<file path="config.mk">
export PLATFORM = sky130hd
export DESIGN_NAME = hex_step_display_flat
export DESIGN_NICKNAME = d
export VERILOG_FILES = /design/src/rtl/hex_step_display_pkg.sv /design/src/rtl/hex_step_display_if.sv /design/src/rtl/hex_seg7.sv /design/src/rtl/hex_step_display.sv /design/src/flat_wrapper.sv
export SDC_FILE = /design/constraint.sdc
export NUM_CORES = 1
export LEC_CHECK = 0
export CORE_ASPECT_RATIO = 1.5
export CORE_UTILIZATION = 46
export DETAILED_ROUTE_END_ITERATION = 8
export DONT_BUFFER_PORTS = 1
export PLACE_DENSITY = 0.62
export SLEW_MARGIN = 5
export SYNTH_ARGS = -nofsm -noshare
export SYNTH_HDL_FRONTEND = slang
export SYNTH_SLANG_ARGS = --single-unit
</file>
<file path="constraint.sdc">
create_clock -name clock -period 4.9 [get_ports clock]
set_input_delay 0.98 -clock clock [delete_from_list [all_inputs] [get_ports clock]]
set_output_delay 0.98 -clock clock [all_outputs]
set_load 0.02 [all_outputs]
</file>
<file path="src/rtl/hex_step_display_pkg.sv">
// Shared constants and types for the stepping/display front end.
// No logic; glyphs are active-low with bit order gfedcba.
// Imported by the encoder and the top level.
package hex_step_pkg;

  localparam logic [6:0] SEG_BLANK = 7'h7F;

  // Entry n is the glyph for hex digit n (entry 0 sits in the low bits).
  localparam logic [15:0][6:0] SEG_GLYPH = {
    7'b0001110,  // F
    7'b0000110,  // E
    7'b0100001,  // d
    7'b1000110,  // C
    7'b0000011,  // b
    7'b0001000,  // A
    7'b0010000,  // 9
    7'b0000000,  // 8
    7'b1111000,  // 7
    7'b0000010,  // 6
    7'b0010010,  // 5
    7'b0011001,  // 4
    7'b0110000,  // 3
    7'b0100100,  // 2
    7'b1111001,  // 1
    7'b1000000   // 0
  };

  typedef enum logic [1:0] {
    IDLE,
    WAIT_PRESS,
    PRESSED,
    WAIT_RELEASE
  } dbnc_state_t;

endpackage

</file>
<file path="src/rtl/hex_step_display_if.sv">
// Control and display bundle between the board-side driver and the stepping block.
// Pure wiring, no latency.
// No backpressure: step_en is a one-cycle strobe the consumer must take.
interface hex_step_display_if #(
  parameter int N_DIGITS = 8
);

  logic                    run_mode;
  logic                    step_btn;
  logic [4*N_DIGITS-1:0]   value;
  logic                    step_en;
  logic [15:0]             step_count;
  logic [7*N_DIGITS-1:0]   hex;

  modport master (
    output run_mode, step_btn, value,
    input  step_en, step_count, hex
  );

  modport slave (
    input  run_mode, step_btn, value,
    output step_en, step_count, hex
  );

endinterface

</file>
<file path="src/rtl/hex_seg7.sv">
// 4-bit hex digit to active-low 7-segment encoder with a blanking override.
// Combinational, zero latency.
// No backpressure.
module hex_seg7
  import hex_step_pkg::*;
(
  input  logic [3:0] nibble,
  input  logic       blank,
  output logic [6:0] seg
);

  assign seg = blank ? SEG_BLANK : SEG_GLYPH[nibble];

endmodule

</file>
<file path="src/rtl/hex_step_display.sv">
// Generates the datapath step strobe (divider or debounced button) and displays a captured word.
// step_en registered; capture 1 cycle after step_en, hex 2 cycles after step_en.
// No backpressure: every step_en pulse is captured and counted unconditionally.
module hex_step_display
  import hex_step_pkg::*;
#(
  parameter int DIV_MAX  = 50_000_000,
  parameter int DEBOUNCE = 500_000,
  parameter int N_DIGITS = 8,
  parameter int BLANK_LZ = 1
) (
  input  logic               clock,
  input  logic               reset,
  hex_step_display_if.slave  bus
);

  localparam int DIV_W = $clog2(DIV_MAX + 1);
  localparam int DEB_W = $clog2(DEBOUNCE + 1);
  localparam logic [DIV_W-1:0] DIV_LAST = DIV_W'(DIV_MAX - 1);
  localparam logic [DEB_W-1:0] DEB_LAST = DEB_W'(DEBOUNCE - 1);
  // All digits blank except digit 0, which shows '0'.
  localparam logic [7*N_DIGITS-1:0] HEX_RST =
    ({(7*N_DIGITS){1'b1}} << 7) | (7*N_DIGITS)'(SEG_GLYPH[0]);

  logic [DIV_W-1:0]        div_cnt;
  logic                    div_hit;
  logic                    btn_meta;
  logic                    btn_sync;
  dbnc_state_t             state;
  dbnc_state_t             state_nxt;
  logic [DEB_W-1:0]        deb_cnt;
  logic [DEB_W-1:0]        deb_cnt_nxt;
  logic                    btn_pulse;
  logic                    step_en_r;
  logic [15:0]             step_count_r;
  logic [4*N_DIGITS-1:0]   captured;
  logic [N_DIGITS-1:0]     blank;
  logic [7*N_DIGITS-1:0]   hex_nxt;
  logic [7*N_DIGITS-1:0]   hex_r;

  assign bus.step_en    = step_en_r;
  assign bus.step_count = step_count_r;
  assign bus.hex        = hex_r;

  // Two-flop synchroniser for the asynchronous push-button.
  always_ff @(posedge clock or posedge reset) begin
    if (reset) begin
      btn_meta <= 1'b0;
      btn_sync <= 1'b0;
    end else begin
      btn_meta <= bus.step_btn;
      btn_sync <= btn_meta;
    end
  end

  // Free-running divider; held at 0 outside run mode so re-entry starts a full period.
  assign div_hit = bus.run_mode && (div_cnt == DIV_LAST);

  always_ff @(posedge clock or posedge reset) begin
    if (reset) begin
      div_cnt <= '0;
    end else if (!bus.run_mode || div_hit) begin
      div_cnt <= '0;
    end else begin
      div_cnt <= div_cnt + DIV_W'(1);
    end
  end

  // Debounce FSM state and stability counter.
  always_ff @(posedge clock or posedge reset) begin
    if (reset) begin
      state   <= IDLE;
      deb_cnt <= '0;
    end else begin
      state   <= state_nxt;
      deb_cnt <= deb_cnt_nxt;
    end
  end

  // Debounce next-state: one pulse per accepted press, run mode parks the FSM in IDLE.
  always_comb begin
    state_nxt   = state;
    deb_cnt_nxt = deb_cnt;
    btn_pulse   = 1'b0;
    if (bus.run_mode) begin
      state_nxt   = IDLE;
      deb_cnt_nxt = '0;
    end else begin
      case (state)
        IDLE: begin
          if (btn_sync) begin
            state_nxt   = WAIT_PRESS;
            deb_cnt_nxt = '0;
          end
        end
        WAIT_PRESS: begin
          if (!btn_sync) begin
            state_nxt = IDLE;
          end else if (deb_cnt == DEB_LAST) begin
            state_nxt = PRESSED;
            btn_pulse = 1'b1;
          end else begin
            deb_cnt_nxt = deb_cnt + DEB_W'(1);
          end
        end
        PRESSED: begin
          if (!btn_sync) begin
            state_nxt   = WAIT_RELEASE;
            deb_cnt_nxt = '0;
          end
        end
        WAIT_RELEASE: begin
          if (btn_sync) begin
            state_nxt = PRESSED;
          end else if (deb_cnt == DEB_LAST) begin
            state_nxt = IDLE;
          end else begin
            deb_cnt_nxt = deb_cnt + DEB_W'(1);
          end
        end
        default: begin
          state_nxt   = IDLE;
          deb_cnt_nxt = '0;
        end
      endcase
    end
  end

  // Step strobe, step counter and value capture.
  always_ff @(posedge clock or posedge reset) begin
    if (reset) begin
      step_en_r    <= 1'b0;
      step_count_r <= '0;
      captured     <= '0;
    end else begin
      step_en_r <= div_hit | btn_pulse;
      if (step_en_r) begin
        step_count_r <= step_count_r + 16'd1;
        captured     <= bus.value;
      end
    end
  end

  // Leading-zero blanking: a digit blanks when it and every higher digit are zero; digit 0 never.
  always_comb begin
    logic lead;
    lead  = 1'b1;
    blank = '0;
    for (int i = N_DIGITS - 1; i >= 0; i--) begin
      if (captured[4*i +: 4] != 4'd0) begin
        lead = 1'b0;
      end
      blank[i] = (BLANK_LZ != 0) && (i != 0) && lead;
    end
  end

  for (genvar g = 0; g < N_DIGITS; g++) begin : g_digit
    hex_seg7 u_seg (
      .nibble (captured[4*g +: 4]),
      .blank  (blank[g]),
      .seg    (hex_nxt[7*g +: 7])
    );
  end

  // Registered display, one cycle behind the captured word.
  always_ff @(posedge clock or posedge reset) begin
    if (reset) begin
      hex_r <= HEX_RST;
    end else begin
      hex_r <= hex_nxt;
    end
  end

endmodule
</file>
<file path="src/flat_wrapper.sv">
// flat-port wrapper written by rule: the top's interface ports become plain ports
module hex_step_display_flat import hex_step_pkg::*;
#(
  parameter int DIV_MAX  = 50_000_000,
  parameter int DEBOUNCE = 500_000,
  parameter int N_DIGITS = 8,
  parameter int BLANK_LZ = 1
)
  (clock, reset, bus_run_mode, bus_step_btn, bus_value, bus_step_en, bus_step_count, bus_hex);
  hex_step_display_if #(.N_DIGITS(N_DIGITS)) bus_i ();
  input  logic clock;
  input  logic reset;
  input wire logic [$bits(bus_i.run_mode)-1:0] bus_run_mode;
  input wire logic [$bits(bus_i.step_btn)-1:0] bus_step_btn;
  input wire logic [$bits(bus_i.value)-1:0] bus_value;
  output wire logic [$bits(bus_i.step_en)-1:0] bus_step_en;
  output wire logic [$bits(bus_i.step_count)-1:0] bus_step_count;
  output wire logic [$bits(bus_i.hex)-1:0] bus_hex;
  assign bus_i.run_mode = bus_run_mode;
  assign bus_i.step_btn = bus_step_btn;
  assign bus_i.value = bus_value;
  assign bus_step_en = bus_i.step_en;
  assign bus_step_count = bus_i.step_count;
  assign bus_hex = bus_i.hex;
  hex_step_display #(.DIV_MAX(DIV_MAX), .DEBOUNCE(DEBOUNCE), .N_DIGITS(N_DIGITS), .BLANK_LZ(BLANK_LZ)) u_core (.clock(clock), .reset(reset), .bus(bus_i));
endmodule
</file>
# Word-level counts from Yosys, hierarchy flattened
# Memory sizes are Yosys's and may differ from the RTL's. A register that Yosys moved wholly into a read port is not among the register bits.
# Index checks and enable logic that the tools add are counted.
op_classes:
  addsub: 3
  eq_ne: 11
  muxes: 42
  magnitude_cmp: 8
  n_reduce_logical: 13
  n_bitwise: 1
op_table:
  columns: ["op", "count"]
  rows:
  - ["$mux 19", 6]
  - ["$mux 7", 15]
  - ["$pmux 19 s4", 1]
  - ["$lt 4x5->1 const B", 8]
  - ["$reduce_bool 4->1", 7]
  - ["$add 26x1->26 const B", 1]
  - ["$eq 26x26->1 const B", 1]
  - ["$mux 26", 1]
  - ["$add 19x1->19 const B", 1]
  - ["$eq 19x19->1 const B", 1]
  - ["$add 16x1->16 const B", 1]
  - ["$mux 2", 7]
  - ["$mux 1", 11]
  - ["$pmux 2 s4", 1]
  - ["$reduce_and 4->1", 2]
  - ["$ne 3x2->1 const B", 2]
  - ["$ne 3x3->1 const B", 2]
  - ["$eq 2x2->1 const B", 2]
  - ["$ne 4x2->1 const B", 1]
  - ["$ne 4x4->1 const B", 1]
  - ["$eq 2x1->1 const B", 1]
  - ["$logic_not 2->1", 1]
  - ["$logic_and 1x1->1", 1]
  - ["$logic_not 1->1", 1]
  - ["2 further kinds", 2]
totals:
  regBits: 154
  word_cells: 95
  romBits: 896
  in_bits: 36
  memories: 8
  output_inout_bits: 73
mem_list:
  columns: ["name", "words", "word_bits", "read_ports", "rd_clocked_by_memory_dff", "wr", "line_no", "source"]
  rows:
  - ["(name not given)", 16, 7, 1, 1, 0, "hex_seg7.sv:12", "assign seg = blank ? SEG_BLANK : SEG_GLYPH[nibble];"]
  - ["(name not given)", 16, 7, 1, 0, 0, "hex_seg7.sv:12", null]
  - ["(name not given)", 16, 7, 1, 0, 0, "hex_seg7.sv:12", null]
  - ["(name not given)", 16, 7, 1, 0, 0, "hex_seg7.sv:12", null]
  - ["(name not given)", 16, 7, 1, 0, 0, "hex_seg7.sv:12", null]
  - ["(name not given)", 16, 7, 1, 0, 0, "hex_seg7.sv:12", null]
  - ["2 more memories", null, null, null, null, null, null, null]

# Longest topological paths before layout
logic_depth:
  depth_word: 9
  depth_mapped: 9
  ltp_nobuf: 6

# Modules after synthesis
# A second synthesis with hierarchy kept.
unflattened:
  cells_unflattened: 747
  hier_area_um2: 8310.5
by_module_without_submodules:
  columns: ["mod", "seq_area_each_um2", "n_inst", "cells_each", "area_each_um2"]
  rows:
  - ["hex_step_display", 3916.3, 1, 462, 5945.7]
  - ["hex_seg7 (u_core.g_digit[0].u_seg ...)", 0.0, 6, 35, 299.0]
  - ["hex_seg7 (u_core.g_digit[2].u_seg)", 0.0, 1, 36, 294.0]
  - ["hex_seg7 (u_core.g_digit[3].u_seg)", 0.0, 1, 39, 276.5]

# Least setup slack after synthesis
# No wires, ideal clock.
synth_path:
  kind: "input to register"
  from: "input port bus_run_mode"
  to: "register u_core.deb_cnt[3]"
  setup_time_ps: 130
  stages: 6
  arrival_ps: 1926
  required_ps: 4770
  setup_slack_ps: 2844
  path_buffers: 2
  cell_sequence: "clkbuf_1 -> nand2b_1 -> clkbuf_1 -> nor2_1 -> a32oi_1 -> o21ai_0"
synth_between:
  elab_chain_cells: 2
  word_cells_on_any_way: 6
  cone_classes: "eq/ne: 4; mux: 1; reduce/logical: 1"
synth_rtl:
  columns: ["item", "line_no", "source"]
  rows:
  - ["start, declared", "flat_wrapper.sv:13", "input wire logic [$bits(bus_i.run_mode)-1:0] bus_run_mode;"]
  - ["$ne 3x3->1 (no line) / $ne 3x2->1 (equally long branches)", null, null]
  - ["$reduce_and 4->1 (no line)", null, null]
  - ["end signal, assigned", "hex_step_display.sv:76", "deb_cnt <= deb_cnt_nxt;"]
  - ["end, declared", "hex_step_display.sv:31", "logic [DEB_W-1:0] deb_cnt;"]
# Several ways; a longest one is shown, not always the timed one.
# A chain may end at the register's enable or synchronous reset.

# Worst setup path in the final report
layout_path:
  from: "register u_core.step_en_r (netlist: u_core.bus.step_en)"
  to: "output port bus_step_en"
layout_lines:
  columns: ["item", "line_no", "source"]
  rows:
  - ["start, declared", "hex_step_display.sv:34", "logic step_en_r;"]
  - ["start signal, assigned", "hex_step_display.sv:136", "step_en_r <= div_hit | btn_pulse;"]
  - ["end, declared", "flat_wrapper.sv:16", "output wire logic [$bits(bus_i.step_en)-1:0] bus_step_en;"]
# No word-level cell between the ends.

==> flow_summary.yaml <==
die:
  start_util_pct: 47.6
  fp.dieW_um: 112
  pin_count: 109
  dieArea_um2: 18600
  coreArea_um2: 17500
  rows: 59
  die_y_um: 167
placed_design:
  gp_congestion: 0.894
  dp_hpwl_mm: 12.7
  port_buffers: 0
drt:
  wl_per_cell_um: 17.6
  drc: 14
  routed_via_density: 5.93
  drt_pre_antenna_iters: 9
  antenna_left: 0
  wl_mm: 18.0
  drtIter0Drc: 508
  vias: 6058
yosys:
  async_flop_share_pct: 100
  synth_cell_type_count: 73
  synth-warning-count: 0
  synth_area_um2: 8320
  synth_seq_cells: 154
  syn_inst: 821
  syn_avg_cell_area_um2: 10.1
  synthesis.nets: 903
  synth_flop_cell: "dfrtp_1"
  synth_edf_count: 0
  ys_seq_area_share_pct: 47.0
timing:
  post-route-period-util_pct: 53.5
  finalSetupTns_ps: 0
  slew_headroom_pct: 28.1
  slew_violations: 0
  grt_setup_unrepaired: "false"
  skew_ps: 7.97
  tightest_slew_ps: 1080
  setup-violations-final: 0
  fin_crit_ps: 2620
  fmax_mhz: 381
  hold_viol_final: 0
finish:
  fillers: 1542
  most-common-layout-cells: "103 x dfrtp_1, 87 x nand2_1, 51 x o21ai_0"
  final_common_cell: "dfrtp_1"
  fin_nets: 876
  post_route_cells_drive_above_1_share_pct: 15.9
  regArea_um2: 3920
  syn_to_final_growth_pct: 7.95
  final_util_pct: 51.4
  multi_input_comb_area_um2: 4060
critical_path:
  cp.required_ps: 3920
  worstSetupPathType: "flip-flop to output pin"
  crit_start: "u_core.bus.step_en$_DFF_PP0_"
  start_kind: "flip-flop"
  crit_slowest_cell: "dfrtp_2"
  cp_top_family: "flip-flops"
  rr_worst_depth: 4
  slowest_delay_ps: 770
  end_kind: "output pin"
  cp_data_arrival_time_ps: 1640
  crit_chain: "buf_4"
  crit_path_max_fanout: 32
  crit_buf_inv: 1
  r2r-start: "u_core.captured[23]$_DFFE_PP0P_"
  worstSetupPathDepth: 1
global_route:
  grt_start_max_net_pins: 83
  grt_pass1_vias: 6245
  grt_use_met1_pct: 23.1
  overflow: 0
  grt_usage_pct: 20.4
  grt_pass1_wl_mm: 30.8
  top_usage_layer: "met2"
  antenna_found_initial: 2
  grt.met3_usage_pct: 3.82
  use_met2_pct: 37.3
clocking:
  cts_setup_buffers: 0
  cts-hold-fix-buffers: 0
  htree_levels: 4
  cts_tree: "built"
  cts_resized: 0
  clock_sink_count: 154
  cts_max_path_buffers: 2
  cts_made_buffers: 17
  clk_latency_ps: 420
  cts-root-buf: "clkbuf_16"
  clk_pin_slew_worst_paths_ps: 60
hold_path:
  holdPathStages: 0
  min-delay-path-class: "flip-flop to flip-flop"
  hp-start: "u_core.btn_meta$_DFF_PP0_"
power:
  ir_drop_v: 0.000219
  leakage_uw: 0.00386
  pwr_density_cell_nw_per_um2: 338
job:
  maxCapViolations: 0
outcome:
  status: "finished, violations left"
  violations: "DRC"
==> synth_stat cells (all sizes together), types with 3 or more instances <==
library cell | n | area share [%]
dfrtp | 104 | 31
nand2 | 87 | 3.9
o21ai | 51 | 3.1
dfstp | 50 | 16
ha | 46 | 6.9
a21oi | 44 | 2.6
nor2 | 40 | 1.8
clkbuf | 31 | 1.4
nand3 | 31 | 2.0
inv | 29 | 1.3
nand4 | 21 | 2.2
buf | 19 | 1.5
mux2 | 18 | 2.4
o211ai | 18 | 1.6
xor2 | 16 | 1.8
o31ai | 15 | 1.4
a31oi | 14 | 1.1
xnor2 | 13 | 1.4
mux2i | 12 | 1.4
and4 | 11 | 1.2
nand2b | 11 | 0.83
nor2b | 11 | 0.83
nor3 | 11 | 0.80
and3 | 10 | 0.75
and2 | 8 | 0.62
nor4 | 8 | 0.78
or4 | 8 | 0.72
nand3b | 7 | 0.63
nor3b | 6 | 0.54
o21a | 5 | 0.45
o22ai | 5 | 0.38
or3 | 5 | 0.38
a21o | 4 | 0.36
a22o | 4 | 0.42
or2 | 4 | 0.30
a211o | 3 | 0.32
a31o | 3 | 0.32
a32o | 3 | 0.36
a32oi | 3 | 0.32
a41oi | 3 | 0.32
nor4b | 3 | 0.39
o211a | 3 | 0.36
==> power by group <==
part           switching, µW  internal (µW)
Combinational            126           84.9
Clock                    519            795
Sequential               132           1380
Total                    778           2260
==> layout make-up <==
class	count	share of cell area (%)
timing repair buffer	4	0.334
sequential	154	43.6
clock inverter	7	0.863
inverter	29	1.25
clock buffer	25	5.78
tap	213	2.97
multi-input combinational	588	45.2
antenna	2	0.0557
==> layer usage <==
metal	part of all wire, %	wire, µm	vias to the layer above
met3	3.7	675	25
li1	-	-	2902
met5	0	0	-
met2	54	9740	126
met1	40	7270	3005
met4	1.9	342	0
==> cells by family (layout without fill, tap and decap cells) <==
group | Yosys count | after routing | share of synthesized area (%)
buffers and inverters | 79 | 65 | 4.21
and+or+nand+nor | 289 | 289 | 19.7
xor gates and xnor gates | 29 | 29 | 3.14
other | 0 | 2 | 0
adders and majority gates | 46 | 46 | 6.91
DFF | 154 | 154 | 47.0
muxes | 31 | 31 | 4.15
AOI/OAI and AO/OA | 193 | 193 | 14.9
==> stage by stage <==
stage,cell area [µm²],power (µW),hold WS (ps),setup slack [ps],cells
after CTS,8980,3070,361,2240,1020
after detailed placement,8380,1740,348,2320,988
after floorplan,8330,1690,331,2020,821
after global routing,8990,3160,377,2090,1022
final,8990,3030,365,2280,1022
after global placement,8380,1730,347,2390,988
==> final timing paths <==
path,to,slack [ps]
min in group asynchronous,u_core.deb_cnt[16]$_DFFE_PP0P_,410
hold / removal,u_core.btn_sync$_DFF_PP0_,370
max in group asynchronous,u_core.bus.step_en$_DFF_PP0_,3180
setup reg to reg,u_core.bus.hex[12]$_DFF_PP1_,2320
hold reg to reg,u_core.btn_sync$_DFF_PP0_,370
setup / recovery,bus_step_en,2280
==> registers in the layout, summed over array words and instances (netlist names) <==
register and flops:
u_core.bus.hex 56, u_core.bus.step_count 16, u_core.captured 32, u_core.bus.step_en 1
u_core.state 2, u_core.div_cnt 26, u_core.btn_sync 1, u_core.btn_meta 1
u_core.deb_cnt 19
No activity file was read; power rests on OpenSTA's default activity.
